### src/rtl/sprite_rom_arbiter.sv
// Round-robin arbiter sharing one sprite ROM port; 1 grant/cycle, response RD_LAT+1 edges after handshake, no response backpressure.
// Define SPRITE_ARB_FIXED_PRIO_EN for fixed lowest-index priority instead of round-robin.
module sprite_rom_arbiter #(
  parameter int NUM_REQ = 4,
  parameter int ADDR_W  = 12,
  parameter int DATA_W  = 32,
  parameter int RD_LAT  = 2
) (
  input  logic                      Clk,
  input  logic                      Reset,
  input  logic [NUM_REQ-1:0]        req_valid,
  input  logic [NUM_REQ*ADDR_W-1:0] req_addr,
  output logic [NUM_REQ-1:0]        req_ready,
  output logic                      rom_en,
  output logic [ADDR_W-1:0]         rom_addr,
  input  logic [DATA_W-1:0]         rom_rdata,
  output logic [NUM_REQ-1:0]        rsp_valid,
  output logic [DATA_W-1:0]         rsp_data
);

  localparam int PTR_W = (NUM_REQ > 1) ? $clog2(NUM_REQ) : 1;

  typedef enum logic {S_IDLE, S_BUSY} state_t;

  state_t                   r_state, w_state_nxt;
  logic [RD_LAT:0][NUM_REQ-1:0] r_tag;
  logic [NUM_REQ-1:0]       w_grant;
  logic [ADDR_W-1:0]        w_grant_addr;
  logic                     w_hs;
  logic                     w_shift;

  function automatic logic [NUM_REQ-1:0] f_lowest(input logic [NUM_REQ-1:0] v);
    f_lowest = '0;
    for (int i = NUM_REQ - 1; i >= 0; i--) begin
      if (v[i]) begin
        f_lowest    = '0;
        f_lowest[i] = 1'b1;
      end
    end
  endfunction

`ifdef SPRITE_ARB_FIXED_PRIO_EN
  always_comb begin
    w_grant = f_lowest(req_valid);
  end
`else
  logic [PTR_W-1:0]   r_rr_ptr;
  logic [PTR_W-1:0]   w_gidx;
  logic [NUM_REQ-1:0] w_mask_hi;

  // Requesters at or above the pointer win first; otherwise wrap to the lowest index.
  always_comb begin
    w_mask_hi = '0;
    for (int i = 0; i < NUM_REQ; i++) begin
      w_mask_hi[i] = req_valid[i] && (PTR_W'(i) >= r_rr_ptr);
    end
    w_grant = (|w_mask_hi) ? f_lowest(w_mask_hi) : f_lowest(req_valid);
  end

  always_comb begin
    w_gidx = '0;
    for (int i = 0; i < NUM_REQ; i++) begin
      if (w_grant[i]) w_gidx = PTR_W'(i);
    end
  end

  always_ff @(posedge Clk or posedge Reset) begin
    if (Reset) begin
      r_rr_ptr <= '0;
    end else if (w_hs) begin
      r_rr_ptr <= (w_gidx == PTR_W'(NUM_REQ - 1)) ? '0 : w_gidx + PTR_W'(1);
    end
  end
`endif

  always_comb begin
    w_grant_addr = '0;
    for (int i = 0; i < NUM_REQ; i++) begin
      if (w_grant[i]) w_grant_addr = req_addr[i*ADDR_W +: ADDR_W];
    end
  end

  assign w_hs      = |w_grant;
  assign req_ready = Reset ? '0 : w_grant;

  // Pipeline occupancy FSM: the tag shifter only clocks while something is in flight.
  always_comb begin
    w_state_nxt = S_IDLE;
    w_shift     = 1'b0;
    case (r_state)
      S_IDLE:  w_shift = w_hs;
      S_BUSY:  w_shift = 1'b1;
      default: w_shift = 1'b1;
    endcase
    if (w_hs || (|r_tag[RD_LAT-1:0])) w_state_nxt = S_BUSY;
  end

  always_ff @(posedge Clk or posedge Reset) begin
    if (Reset) begin
      r_state   <= S_IDLE;
      r_tag     <= '0;
      rom_en    <= 1'b0;
      rom_addr  <= '0;
      rsp_valid <= '0;
      rsp_data  <= '0;
    end else begin
      r_state <= w_state_nxt;
      rom_en  <= w_hs;
      if (w_hs) rom_addr <= w_grant_addr;
      if (w_shift) r_tag <= {r_tag[RD_LAT-1:0], w_grant};
      // The oldest tag lines up with the ROM word for that request.
      if (|r_tag[RD_LAT]) begin
        rsp_valid <= r_tag[RD_LAT];
        rsp_data  <= rom_rdata;
      end else begin
        rsp_valid <= '0;
      end
    end
  end

endmodule

### config.mk
export PLATFORM = sky130hd
export DESIGN_NAME = sprite_rom_arbiter
export DESIGN_NICKNAME = d
export VERILOG_FILES = /design/src/rtl/sprite_rom_arbiter.sv
export SDC_FILE = /design/constraint.sdc
export NUM_CORES = 1
export LEC_CHECK = 0
export CAP_MARGIN = 0
export CORE_MARGIN = 3
export CORE_UTILIZATION = 40
export DETAILED_ROUTE_END_ITERATION = 16
export GPL_ROUTABILITY_DRIVEN = 0
export PLACE_DENSITY_LB_ADDON = 0.1
export SYNTH_ARGS = -nofsm -noshare
export SYNTH_HDL_FRONTEND = slang
export SYNTH_SLANG_ARGS = --single-unit
### constraint.sdc
create_clock -name Clk -period 5.9 [get_ports Clk]
set_input_delay 1.18 -clock Clk [delete_from_list [all_inputs] [get_ports Clk]]
set_output_delay 1.18 -clock Clk [all_outputs]
set_load 0.005 [all_outputs]
==> run summary <==
The post-synthesis to final-layout area growth works out to 55.84%. The post-synthesis sequential element count was 64. The endpoint required time on the critical path is 4720 ps, and the power share of the sequential group is 0.387. The logs give 0.1775 for the all-layer global routing usage and 0.4214 for the effective utilization at floorplan. The number of vias per cell after detailed routing is 4.889.

The tools report the via count of the first global-routing pass as 2364. The endpoint identified for the worst register-to-register timing path is rom_addr[10]$_DFFE_PP0P_. In this run the power spent charging and discharging nets is 559.9 uW. The die span in y came out at 91.54 um.

The worst hold path belongs to the class flop to flop. The flip-flop cell with the highest count after synthesis is sky130_fd_sc_hd__dfrtp_1. The net count of the finished layout is 472. Overall via count from detail_route: 2381. Adding up every negative setup slack in the final design gives 0 ps.

Share of the synthesized area in the top cell type: 0.5472. The count of unresolved DRC violations after routing is 0. After clock tree synthesis, the setup repair step added 0 buffers. The tools report the element type at the critical path end as an output port. Counting every instance in the synthesized netlist gives 250.

The setup slack on the worst flop-to-flop path is 3910 ps. Gates resized during post-CTS repair numbered 0. The total of max-cap violations was 0.

The largest net degree at the start of global routing was 65. Counting I/O delays and the setup requirement, the final critical path takes 4581 ps. The synthesized design spends more area on one cell type than any other, namely sky130_fd_sc_hd__dfrtp_1. In this run the static leakage power is 0.001900 uW. Setup repair after global routing left no endpoint under its margin. Data on the critical path arrives at its endpoint at 3400 ps.

The run finished with clean final reports. For the HPWL reported at the end of detailed placement, the log shows 5.438 mm. Max-slew violation count: 0.

The run gives 7.293 mm as the final wirelength. The detail route stage leaves a number of antenna-violating nets equal to 0. The worst register-to-register path has a depth of 6. The global-route wire length before repair is 11.67 mm. Yosys printed 0 warnings. Clock latency on the worst-skew pair, taken at its later pin, is 330 ps. After detailed routing, the average wire length per cell comes to 14.98 um. Worst hold path endpoint: rsp_valid[0]$_DFF_PP0_. The distinct cell type count of the synthesized netlist was 32; the clock sink count was 64. The logs give 9 for the number of buffers created by CTS and 0 for the count of antenna diodes in the layout. Internal power comes to 1306 uW. Clock-pin transition on the worst setup and hold timing paths: 70 ps. From left edge to right edge, the die measures 91.54 um.

The tools report the utilization after layout as 0.6568. A synthesized cell averages 11.71 sq um. Fraction of layout cells with a size suffix above 1: 0.1969. Across the VDD grid, the largest voltage drop is 0.1573 mV. The worst relative slew slack is 0.4167, and the total global routing overflow is 0.

After routing the design area is 4561 sq um. At the pin with the least slew margin, the transition time is 868.5 ps. After synthesis, the cell types taking the most area are sky130_fd_sc_hd__dfrtp_1 (55%), sky130_fd_sc_hd__mux2_2 (13%), sky130_fd_sc_hd__a2111oi_2 (4.6%), sky130_fd_sc_hd__nand2_1 (4.0%), sky130_fd_sc_hd__nor2_1 (3.7%).

The number of enable-type register cells in the synthesized netlist was 0; the final setup violation count was 0. The critical path is of the input port to output port type. The number of nets in the synthesized netlist is 336.

Including well taps, the total number of placed cells is 471. The startpoint identified for the worst register-to-register timing path is r_rr_ptr[0]$_DFFE_PP0P_. The final number of hold-violating endpoints was 0; the post-synthesis sequential area ratio was 0.5472. The start point of the critical path was req_valid[2]. The run gives 6.976 ps as the final worst clock skew. In this run, post-CTS hold repair placed 0 buffers. For the total core area, the log shows 6944 sq um. The tools report the clock root buffer as sky130_fd_sc_hd__clkbuf_8. The initial antenna violation count is 0. Static timing analysis puts the maximum clock frequency at 218.3 MHz.

Of all nets on the critical path, the largest fanout is 20. Proportion of synthesized flip-flops having asynchronous set or reset: 1.000. The most frequently used cell type in the post-synthesis netlist is sky130_fd_sc_hd__dfrtp_1. In this run the most critical hold path is launched from r_tag[8]$_DFFE_PP0P_. TritonCTS built the clock tree.

139 I/O pins were placed. The floorplan step defined a die boundary enclosing 8379 sq um. The number of detailed-routing iterations run before antenna repair was 4; the power per unit of standard cell area was 409.0 nW/um^2. During placement, the flow inserted port buffers numbering 138. The H-tree depth reported by CTS was 3. After floorplanning, the core was divided into 30 placement rows. The count of cells in the finished layout, fillers not included, comes to 487.

The violation count after the first detailed-routing iteration was 76. The buffer depth of the longest clock path was 2. For the post-place instance area, the log shows 4388 sq um.

After synthesis, the most frequently instantiated cells are sky130_fd_sc_hd__dfrtp_1 (64), sky130_fd_sc_hd__mux2_2 (35), sky130_fd_sc_hd__nand2_1 (31). The tightest hold margin came out at 461.9 ps. The run gives 0.440 as the power share of the combinational group.

The synthesized netlist occupies a cell area of 2927 sq um. The share of the clock period used by the worst path after layout works out to 0.7765. The worst hold path was traced through 0 stages. Clock network power share: 0.173. The switching power share of the total was 0.3001. The critical path launch point type is an input port.
-- critical path: stages --
cell and delay [ps]:
sky130_fd_sc_hd__clkdlybuf4s50_1 880, sky130_fd_sc_hd__nand2b_1 180, sky130_fd_sc_hd__a221oi_2 270, sky130_fd_sc_hd__buf_4 240
sky130_fd_sc_hd__nand2b_1 150, sky130_fd_sc_hd__nor2_1 40, sky130_fd_sc_hd__clkdlybuf4s50_1 450
-- routing by layer --
layer  vias to the layer above  global-route usage  wire (um)
met2                        92              0.3055       3741
met3                        14             0.04888        487
li1                       1146                   -          -
met4                         0             0.08040        181
met1                      1129              0.2039       2882
met5                         -                   0          0
-- cell families after synthesis --
kind of cell / synth area share
AO/OA/AOI/OAI: 0.1103
buffers and inverters: 0.03719
flip-flops: 0.5472
multiplexers: 0.1539
AND/OR/NAND/NOR: 0.1513
-- metrics by stage --
step                total power, uW  setup WS [ps]
floorplan                      1109           1911
global placement               1543           1374
detailed placement             1562           1338
CTS                            1890           1333
global route                   1981           1178
finish                         1865           1319
-- sequential cells by signal, summed over array words and instances (netlist names) --
| name | cells |
|---|---|
| rsp_valid | 4 |
| r_state | 1 |
| r_rr_ptr | 2 |
| rsp_data | 32 |
| r_tag | 12 |
| rom_en | 1 |
| rom_addr | 12 |
-- placed cells by master (no fill, tap or decap), drive strengths merged, types with 2 or more instances in the layout --
cell type	count
clkdlybuf4s50	138
dfrtp	64
mux2	40
nand2	31
nor2	31
o21ai	15
and3b	12
a2111oi	12
clkbuf	10
buf	6
nand2b	4
clkinv	4
nor4	4
inv	4
a21oi	2
o221a	2
nor3	2
a221oi	2
clkinvlp	2
-- final cells by class --
type	count	area (sq um)
multi-input cells	163	1225
well taps	96	120.1
flip-flops and latches	64	1602
clock buffers	10	137.6
fillers	554	2384
clock inverters	6	35.03
inverters	4	15.01
repair buffers	144	1426
-- power by group through the flow --
stage | registers, uW | clock network [uW] | logic [uW]
final | 721 | 324 | 820
after global routing | 746 | 354 | 880
after CTS | 723 | 333 | 834
after detailed placement | 730 | 0 | 832
after global placement | 723 | 0 | 819
after floorplan | 723 | 0 | 386
-- how the worst max path moves through the flow --
stage	end	slack, ps	cells past startpoint
final	req_ready[0]	1320	7
after global placement	req_ready[1]	1370	5
after detailed placement	req_ready[0]	1340	7
after floorplan	req_ready[1]	1910	2
after global routing	req_ready[0]	1180	7
after CTS	req_ready[0]	1330	7
Power figures use the tool's default switching activity.
